[config.mk]
export PLATFORM = sky130hd
export DESIGN_NAME = slc3_ctrl_fsm_flat
export DESIGN_NICKNAME = d
export VERILOG_FILES = /design/src/rtl/slc3_ctrl_if.sv /design/src/rtl/slc3_ctrl_fsm.sv /design/src/flat_wrapper.sv
export SDC_FILE = /design/constraint.sdc
export NUM_CORES = 1
export LEC_CHECK = 0
export CAP_MARGIN = 20
export CORE_MARGIN = 2
export CORE_UTILIZATION = 39
export DETAILED_ROUTE_END_ITERATION = 6
export GPL_TIMING_DRIVEN = 1
export PLACE_DENSITY = 0.79
export SYNTH_ARGS = -nofsm -noshare
export SYNTH_HDL_FRONTEND = slang
export SYNTH_SLANG_ARGS = --single-unit
[constraint.sdc]
create_clock -name clk -period 1.65 [get_ports clk]
set_clock_uncertainty 0.05 [all_clocks]
set_input_delay 0.33 -clock clk [delete_from_list [all_inputs] [get_ports clk]]
set_output_delay 0.33 -clock clk [all_outputs]
set_load 0.02 [all_outputs]
[src/rtl/slc3_ctrl_if.sv]
// slc3_ctrl_if: control/status bundle between the SLC-3 control FSM and its datapath
interface slc3_ctrl_if;
    logic        run_i;
    logic        continue_i;
    logic [15:0] ir;
    logic        ben;
    logic        ld_mar, ld_mdr, ld_ir, ld_pc, ld_ben, ld_cc, ld_reg, ld_led;
    logic        gate_pc, gate_mdr, gate_alu, gate_marmux;
    logic [1:0]  pcmux;
    logic        drmux, sr1mux, sr2mux, addr1mux;
    logic [1:0]  addr2mux;
    logic [1:0]  aluk;
    logic        mem_mem_ena, mem_wr_ena, halted_o;
    modport master (
        input  run_i, continue_i, ir, ben,
        output ld_mar, ld_mdr, ld_ir, ld_pc, ld_ben, ld_cc, ld_reg, ld_led,
        output gate_pc, gate_mdr, gate_alu, gate_marmux,
        output pcmux, drmux, sr1mux, sr2mux, addr1mux, addr2mux, aluk,
        output mem_mem_ena, mem_wr_ena, halted_o
    );
    modport slave (
        output run_i, continue_i, ir, ben,
        input  ld_mar, ld_mdr, ld_ir, ld_pc, ld_ben, ld_cc, ld_reg, ld_led,
        input  gate_pc, gate_mdr, gate_alu, gate_marmux,
        input  pcmux, drmux, sr1mux, sr2mux, addr1mux, addr2mux, aluk,
        input  mem_mem_ena, mem_wr_ena, halted_o
    );
endinterface

[src/rtl/slc3_ctrl_fsm.sv]
// slc3_ctrl_fsm: fetch/decode/execute sequencer for the SLC-3 datapath
module slc3_ctrl_fsm #(
    parameter int unsigned MEM_WAIT = 3
) (
    input logic          clk,
    input logic          reset,
    slc3_ctrl_if.master  b
);
    typedef enum logic [4:0] {
        HALTED, S18, S33, S35, S32, S1, S5, S9, S0, S22, S12,
        S4, S21, S6, S7, S25, S27, S23, S16, P1, P2
    } state_t;

    state_t     st, nx;
    logic [2:0] cnt, cnt_nx;
    logic       last;

    assign last = (cnt == 3'(MEM_WAIT - 1));

    // state and wait counter registers
    always_ff @(posedge clk or negedge reset) begin
        if (!reset) begin
            st  <= HALTED;
            cnt <= 3'd0;
        end else begin
            st  <= nx;
            cnt <= cnt_nx;
        end
    end

    // next state, counter and Moore control outputs
    always_comb begin
        nx            = st;
        cnt_nx        = 3'd0;
        b.ld_mar      = 1'b0;
        b.ld_mdr      = 1'b0;
        b.ld_ir       = 1'b0;
        b.ld_pc       = 1'b0;
        b.ld_ben      = 1'b0;
        b.ld_cc       = 1'b0;
        b.ld_reg      = 1'b0;
        b.ld_led      = 1'b0;
        b.gate_pc     = 1'b0;
        b.gate_mdr    = 1'b0;
        b.gate_alu    = 1'b0;
        b.gate_marmux = 1'b0;
        b.pcmux       = 2'b00;
        b.drmux       = 1'b0;
        b.sr1mux      = 1'b0;
        b.sr2mux      = 1'b0;
        b.addr1mux    = 1'b0;
        b.addr2mux    = 2'b00;
        b.aluk        = 2'b00;
        b.mem_mem_ena = 1'b0;
        b.mem_wr_ena  = 1'b0;
        b.halted_o    = 1'b0;
        case (st)
            HALTED: begin
                b.halted_o = 1'b1;
                nx = b.run_i ? S18 : HALTED;
            end
            S18: begin
                b.gate_pc = 1'b1;
                b.ld_mar  = 1'b1;
                b.ld_pc   = 1'b1;
                nx = S33;
            end
            S33, S25: begin
                b.mem_mem_ena = 1'b1;
                b.ld_mdr      = last;
                cnt_nx = last ? 3'd0 : cnt + 3'd1;
                nx = !last ? st : (st == S33) ? S35 : S27;
            end
            S35: begin
                b.gate_mdr = 1'b1;
                b.ld_ir    = 1'b1;
                nx = S32;
            end
            S32: begin
                b.ld_ben = 1'b1;
                case (b.ir[15:12])
                    4'b0001: nx = S1;
                    4'b0101: nx = S5;
                    4'b1001: nx = S9;
                    4'b0000: nx = S0;
                    4'b1100: nx = S12;
                    4'b0100: nx = S4;
                    4'b0110: nx = S6;
                    4'b0111: nx = S7;
                    4'b1101: nx = P1;
                    default: nx = S18;
                endcase
            end
            S1, S5, S9: begin
                b.gate_alu = 1'b1;
                b.ld_reg   = 1'b1;
                b.ld_cc    = 1'b1;
                b.sr1mux   = 1'b1;
                b.sr2mux   = (st != S9) && b.ir[5];
                b.aluk     = (st == S5) ? 2'b01 : (st == S9) ? 2'b10 : 2'b00;
                nx = S18;
            end
            S0: nx = b.ben ? S22 : S18;
            S22: begin
                b.addr2mux = 2'b10;
                b.pcmux    = 2'b10;
                b.ld_pc    = 1'b1;
                nx = S18;
            end
            S12: begin
                b.sr1mux   = 1'b1;
                b.addr1mux = 1'b1;
                b.pcmux    = 2'b10;
                b.ld_pc    = 1'b1;
                nx = S18;
            end
            S4: begin
                b.gate_pc = 1'b1;
                b.drmux   = 1'b1;
                b.ld_reg  = 1'b1;
                nx = S21;
            end
            S21: begin
                b.addr2mux = 2'b11;
                b.pcmux    = 2'b10;
                b.ld_pc    = 1'b1;
                nx = S18;
            end
            S6, S7: begin
                b.gate_marmux = 1'b1;
                b.sr1mux      = 1'b1;
                b.addr1mux    = 1'b1;
                b.addr2mux    = 2'b01;
                b.ld_mar      = 1'b1;
                nx = (st == S6) ? S25 : S23;
            end
            S27: begin
                b.gate_mdr = 1'b1;
                b.ld_reg   = 1'b1;
                b.ld_cc    = 1'b1;
                nx = S18;
            end
            S23: begin
                b.aluk     = 2'b11;
                b.gate_alu = 1'b1;
                b.ld_mdr   = 1'b1;
                nx = S16;
            end
            S16: begin
                b.mem_mem_ena = 1'b1;
                b.mem_wr_ena  = 1'b1;
                cnt_nx = last ? 3'd0 : cnt + 3'd1;
                nx = last ? S18 : S16;
            end
            // counter doubles as a "not first cycle" flag while paused
            P1: begin
                b.ld_led = (cnt == 3'd0);
                cnt_nx = b.continue_i ? 3'd0 : 3'd1;
                nx = b.continue_i ? P2 : P1;
            end
            P2: nx = b.continue_i ? P2 : S18;
            default: nx = HALTED;
        endcase
    end
endmodule

[src/flat_wrapper.sv]
// flat-port wrapper written by rule: the top's interface ports become plain ports
module slc3_ctrl_fsm_flat 
#(
    parameter int unsigned MEM_WAIT = 3
)
  (clk, reset, b_run_i, b_continue_i, b_ir, b_ben, b_ld_mar, b_ld_mdr, b_ld_ir, b_ld_pc, b_ld_ben, b_ld_cc, b_ld_reg, b_ld_led, b_gate_pc, b_gate_mdr, b_gate_alu, b_gate_marmux, b_pcmux, b_drmux, b_sr1mux, b_sr2mux, b_addr1mux, b_addr2mux, b_aluk, b_mem_mem_ena, b_mem_wr_ena, b_halted_o);
  slc3_ctrl_if b_i ();
  input logic clk;
  input logic reset;
  input wire logic [$bits(b_i.run_i)-1:0] b_run_i;
  input wire logic [$bits(b_i.continue_i)-1:0] b_continue_i;
  input wire logic [$bits(b_i.ir)-1:0] b_ir;
  input wire logic [$bits(b_i.ben)-1:0] b_ben;
  output wire logic [$bits(b_i.ld_mar)-1:0] b_ld_mar;
  output wire logic [$bits(b_i.ld_mdr)-1:0] b_ld_mdr;
  output wire logic [$bits(b_i.ld_ir)-1:0] b_ld_ir;
  output wire logic [$bits(b_i.ld_pc)-1:0] b_ld_pc;
  output wire logic [$bits(b_i.ld_ben)-1:0] b_ld_ben;
  output wire logic [$bits(b_i.ld_cc)-1:0] b_ld_cc;
  output wire logic [$bits(b_i.ld_reg)-1:0] b_ld_reg;
  output wire logic [$bits(b_i.ld_led)-1:0] b_ld_led;
  output wire logic [$bits(b_i.gate_pc)-1:0] b_gate_pc;
  output wire logic [$bits(b_i.gate_mdr)-1:0] b_gate_mdr;
  output wire logic [$bits(b_i.gate_alu)-1:0] b_gate_alu;
  output wire logic [$bits(b_i.gate_marmux)-1:0] b_gate_marmux;
  output wire logic [$bits(b_i.pcmux)-1:0] b_pcmux;
  output wire logic [$bits(b_i.drmux)-1:0] b_drmux;
  output wire logic [$bits(b_i.sr1mux)-1:0] b_sr1mux;
  output wire logic [$bits(b_i.sr2mux)-1:0] b_sr2mux;
  output wire logic [$bits(b_i.addr1mux)-1:0] b_addr1mux;
  output wire logic [$bits(b_i.addr2mux)-1:0] b_addr2mux;
  output wire logic [$bits(b_i.aluk)-1:0] b_aluk;
  output wire logic [$bits(b_i.mem_mem_ena)-1:0] b_mem_mem_ena;
  output wire logic [$bits(b_i.mem_wr_ena)-1:0] b_mem_wr_ena;
  output wire logic [$bits(b_i.halted_o)-1:0] b_halted_o;
  assign b_i.run_i = b_run_i;
  assign b_i.continue_i = b_continue_i;
  assign b_i.ir = b_ir;
  assign b_i.ben = b_ben;
  assign b_ld_mar = b_i.ld_mar;
  assign b_ld_mdr = b_i.ld_mdr;
  assign b_ld_ir = b_i.ld_ir;
  assign b_ld_pc = b_i.ld_pc;
  assign b_ld_ben = b_i.ld_ben;
  assign b_ld_cc = b_i.ld_cc;
  assign b_ld_reg = b_i.ld_reg;
  assign b_ld_led = b_i.ld_led;
  assign b_gate_pc = b_i.gate_pc;
  assign b_gate_mdr = b_i.gate_mdr;
  assign b_gate_alu = b_i.gate_alu;
  assign b_gate_marmux = b_i.gate_marmux;
  assign b_pcmux = b_i.pcmux;
  assign b_drmux = b_i.drmux;
  assign b_sr1mux = b_i.sr1mux;
  assign b_sr2mux = b_i.sr2mux;
  assign b_addr1mux = b_i.addr1mux;
  assign b_addr2mux = b_i.addr2mux;
  assign b_aluk = b_i.aluk;
  assign b_mem_mem_ena = b_i.mem_mem_ena;
  assign b_mem_wr_ena = b_i.mem_wr_ena;
  assign b_halted_o = b_i.halted_o;
  slc3_ctrl_fsm #(.MEM_WAIT(MEM_WAIT)) u_core (.clk(clk), .reset(reset), .b(b_i));
endmodule
* Yosys cells after proc, flatten, opt, wreduce, memory -nomap -nowiden
Memory sizes are Yosys's and may differ from the RTL's.
Index checks and enable logic that the tools add are counted.
** Word-level totals
- RAM bits :: 0
- Memories :: 1
- Word-level logic and storage cells :: 81
- Bits in read-only memories :: 80
- Latch bits :: 0
- Output and inout port bits :: 25
- Bits in registers :: 8
** Operators by class
- Multipliers :: 0
- Order comparisons :: 0
- Reduce and logical (&&, ||, !) cells :: 18
- Shift operators :: 0
- Bitwise operators :: 0
- $add $sub $neg :: 1
- Divide/modulo/power cells :: 0
- Mux-type cells :: 36
- Eq/ne operators :: 23
** Memories
- (no name shown) :: depth 16, width 5, read ports 1, clocked after Yosys merged registers in 0, write ports 0, RTL line slc3_ctrl_fsm.sv:81 : case (b.ir[15:12])
** Operators by type and width (count)
- 5-bit case mux with 13 select lines :: 1
- 5-bit by 4-bit equality test with 1-bit output (second input constant) :: 8
- 5-bit equality test (second input constant) :: 5
- 5-bit two-way mux :: 5
- 5-bit by 3-bit equality test with 1-bit output (second input constant) :: 4
- 1-bit two-way mux :: 20
- 3-bit OR reduction :: 5
- 4-bit OR reduction :: 3
- 5-bit by 2-bit equality test with 1-bit output (second input constant) :: 2
- 2-bit OR reduction :: 4
- 7-bit OR reduction :: 1
- 2-bit two-way mux :: 3
- 3-bit two-way mux :: 2
- 2-bit case mux with 3 select lines :: 1
- 3-bit case mux with 2 select lines :: 1
- 6-bit OR reduction :: 1
- 5-bit by 1-bit equality test with 1-bit output (second input constant) :: 1
- 5-bit logical NOT :: 1
- 5-bit by 3-bit != test with 1-bit output (second input constant) :: 1
- 5-bit OR reduction :: 1
- 4-bit two-way mux :: 1
- 2-bit case mux with 2 select lines :: 1
- 3-bit by 1-bit adder with 3-bit output (second input constant) :: 1
- 3-bit by 2-bit equality test with 1-bit output (second input constant) :: 1
- other kinds (4) :: 4

* Depth between registers and ports, before layout
- Depth after elaboration :: 4
- Gate-level depth with buffers :: 6

* Worst setup path before layout
OpenSTA, ideal clock, no wires.
- Path kind :: flip-flop to output port
- From :: register u_core.st[2]
- To :: output port b_ld_reg
- Data required time :: 1270 ps
- Slack :: -270 ps
- Stages on the path, launching flop included :: 5
- Buffers on the path :: 2
- Arrival time :: 1540 ps
- Cell sequence :: dfrtp_1 buf_2 buf_2 nor3_1 or2_2
** Between the ends
- Cells in the longest elaborated chain, start to end :: 3
- Elaborated cells between the ends (all ways) :: 7
- Classes of those cells :: eq/ne: 5; mux: 1; reduce/logical: 1
** RTL lines
- start, declared :: RTL line slc3_ctrl_fsm.sv:14 : state_t st, nx;
- start signal, assigned :: RTL line slc3_ctrl_fsm.sv:26 : st <= nx;
- 5-bit by 3-bit equality test with 1-bit output, or another cell as far along :: RTL line slc3_ctrl_fsm.sv:57 : case (st)
- 5-bit OR reduction (no source line) (*)
- 1-bit two-way mux (*) :: RTL line slc3_ctrl_fsm.sv:57
- end, declared :: RTL line flat_wrapper.sv:20 : output wire logic [$bits(b_i.ld_reg)-1:0] b_ld_reg;
Mark *: on every way between the ends. The rest lies on a longest branch, timed or not.

* Final worst setup path
- From :: register u_core.st[2]
- To :: output port b_ld_led
** Between the ends
- Cells in the longest elaborated chain, start to end :: 2
** RTL lines
- 5-bit equality test :: RTL line slc3_ctrl_fsm.sv:57
- 1-bit two-way mux :: RTL line slc3_ctrl_fsm.sv:57
- end, declared :: RTL line flat_wrapper.sv:21 : output wire logic [$bits(b_i.ld_led)-1:0] b_ld_led;
No other way between the ends.

==> metrics.txt <==
die span in x=57.0 microns; drt wl/cell=18.6 microns; ranking of synthesized cells by area=dfrtp_1 (18%), a21oi_1 (7.3%), o21ai_0 (5.5%), nor2_1 (4.8%), nand2_1 (4.4%); share of layout cells above drive strength 1=58.1%; row count=19; CTS H-tree lvls=1; Post-synth ARST share=100%; final WL=4920 microns; Gate Count Post-Synth=158; first-pass GRT wire length=7180 microns; die area=3250 sq um; Final nets=257; Peak VDD IR=0.00151 V; Post-Synth XOR/XNOR Area=3.19%; routed vias=1610; critical path class=reg -> out; Synth top area share=18.2%; max-cap violations=0; switching power share of the total=49.6%; Int Pwr=1990 uW; Fmax=0.501 GHz; Final GP Congestion=0.864; # DRC=0; Ports=46; Compound-Gate Fraction of Synth Area=30.4%; Seq pwr share=9.7%; 1st-pass router iterations=4; # fillers=183; hpwl dp=3080 microns; clock sink total=8; Core Region=2710 sq um; Non-Filler Instances=265; Required @ worst endpoint=1.27 ns; Hold/Removal Path Class=in -> async; Antenna Nets Post-Route=0; Max FO, Critical Path=4; combinational family with the most area after synthesis=simple AND/OR/NAND/NOR gates; clk root buf=clkbuf_4; clock share of power=3.7%; # setup viols final=26; count leader, synth=a21oi_1; Syn. warnings=0; Psw=1960 uW; pwr/cell area=1880 nW/um^2; Storage cell area=204 sq um; max-slew violations=0; largest net degree at the start of global routing=17; PortBufs=33; worst-skew pair later-pin latency=0.25 ns; Yosys reg bits=8; status=finished with violations; Yosys top cell by area=dfrtp_1; crit path DAT=1.62 ns; failing checks=setup timing; footprint of the multi-input gates=1000 sq um; Placement Setup Slack=-0.492 ns; Die H=57.0 microns; Comb pwr share=86.6%; Final WS setup=-0.347 ns; Synth top cells by count=a21oi_1 (16), nor2_1 (14), nand2_1 (13), o21ai_0 (12), buf_2 (9); hold-fix buffers at CTS=0; number of buffers created by CTS=3; multiplexer share of the synthesized area=1.82%; Area growth syn-to-layout=91.4%; Primary FF master, synth=dfrtp_1; sequential area share after synthesis=18.2%; Hold Vio Cnt, Final=0; Clk pin slew, worst setup/hold paths=0.05 ns; via-per-instance ratio=6.08; Post-Syn Nets=179; vias in the first global route=1536; Total Routing Usage GR=28.1%; drt initial violations=95; placed cell count=249; synthesized cell area=1100 sq um; global route overflow=0; Synth Area in Adders=0%; Avg Cell Area, Syn=6.94 sq um; minimum clock period after layout=2.00 ns; crit path capture type=primary output; Synth Area in Simple Gates=35.2%; CTS Buffer Depth=2; crit start category=flop; period utilization=121%; CTS tree=done; Initial Util=40.5%; Synth cell types=52; RSZ-0062 raised after global routing=true; initial antenna violation count=0; n_diodes=0; Pleak=0.000909 uW; number of synthesized flops with an enable pin=0
## area by class of cell
class	instances	area share, %
multi-input cells	128	47.8
repair buffers	88	38.2
flip-flops and latches	8	9.71
well taps	31	1.85
inverters	7	1.37
clock buffers	3	1.07
## critical path, stage by stage (launching register included)
cell	delay (ns)
dfrtp_1	0.42
or2_1	0.26
or3_4	0.40
nor4_4	0.12
buf_4	0.17
## per-layer routing
layer	wire, microns	part of all wire [%]	vias to the layer above	GRT usage [%]
li1	-	-	724	-
met1	1820	37	768	33.8
met2	2540	52	96	48.4
met3	338	6.9	22	3.40
met4	214	4.4	0	15.6
met5	0	0	-	0
## placed cells by master, fill, tap and decap left out, types with 2 or more instances in the layout
master,synthesis,routed
nor2_4,1,3
nand3_2,0,3
a211o_1,2,2
nor3_1,8,2
mux2i_1,2,2
inv_2,2,3
dfrtp_1,8,5
o21ai_1,2,5
nand3b_1,3,3
o22ai_1,3,2
nor2_2,0,2
buf_6,2,26
o21ai_0,12,7
nor2b_4,0,2
nand3_1,7,3
o22ai_2,1,2
inv_1,5,3
a21oi_2,0,6
nand2_2,0,5
clkbuf_4,0,3
nor3_2,0,5
nand2_1,13,7
xor2_1,2,2
nor2b_1,4,2
a31oi_1,3,3
a32oi_1,2,2
dfrtp_2,0,3
o21ai_2,0,2
nor2_1,14,10
a21oi_1,16,10
buf_4,2,49
clkdlybuf4s50_1,0,9
and2_1,2,2
## registers in the layout (all words and copies together) (netlist names)
name        count
u_core.st       5
u_core.cnt      3
## power groups by stage
stage               Clock, uW  Combinational (uW)  Sequential, uW
floorplan                   0                1490             328
global placement            0                2480             341
detailed placement          0                2560             341
CTS                       149                2920             360
global route              156                3580             386
finish                    147                3420             383
## path summary, 6_finish.rpt
check | from | endpoint | slack [ns] | depth (start not counted)
max | u_core.st[2] | b_ld_led | -0.35 | 4
min | reset | u_core.cnt[2] | 0.30 | 1
max reg2reg | u_core.st[3] | u_core.st[0] | -0.09 | 6
min reg2reg | u_core.cnt[0] | u_core.cnt[0] | 0.62 | 2
max in group asynchronous | reset | u_core.st[0] | 0.97 | 1
min in group clk | u_core.cnt[0] | u_core.cnt[0] | 0.62 | 2
## through the flow
stage          hold slack, ns  total power, uW  instance area (sq um)  setup TNS (ns)  util (%)
3_3_place_gp            0.567             2820                   1760           -8.99      64.8
3_5_place_dp            0.578             2900                   1760           -9.79      64.8
6_report                0.300             3950                   2100           -4.81      77.5
4_1_cts                 0.308             3430                   1920           -4.44      71.0
5_1_grt                 0.334             4120                   2100           -5.91      77.5
2_1_floorplan         -0.0156             1820                   1160          -0.479         -
## timing repair
item	in CTS	in global routing
pin swaps	10	9
resized for setup	158	42
buffers inserted	7	8
gates cloned	0	1
setup endpoints to repair	27	29
## cells by family after synthesis
kind of cell / count (synthesis)
compound gates: 52
other cells: 1
simple gates: 69
buf+inv: 22
xor+xnor: 4
flops: 8
mux: 2
Note: power is estimated with default switching activity, not from simulation.
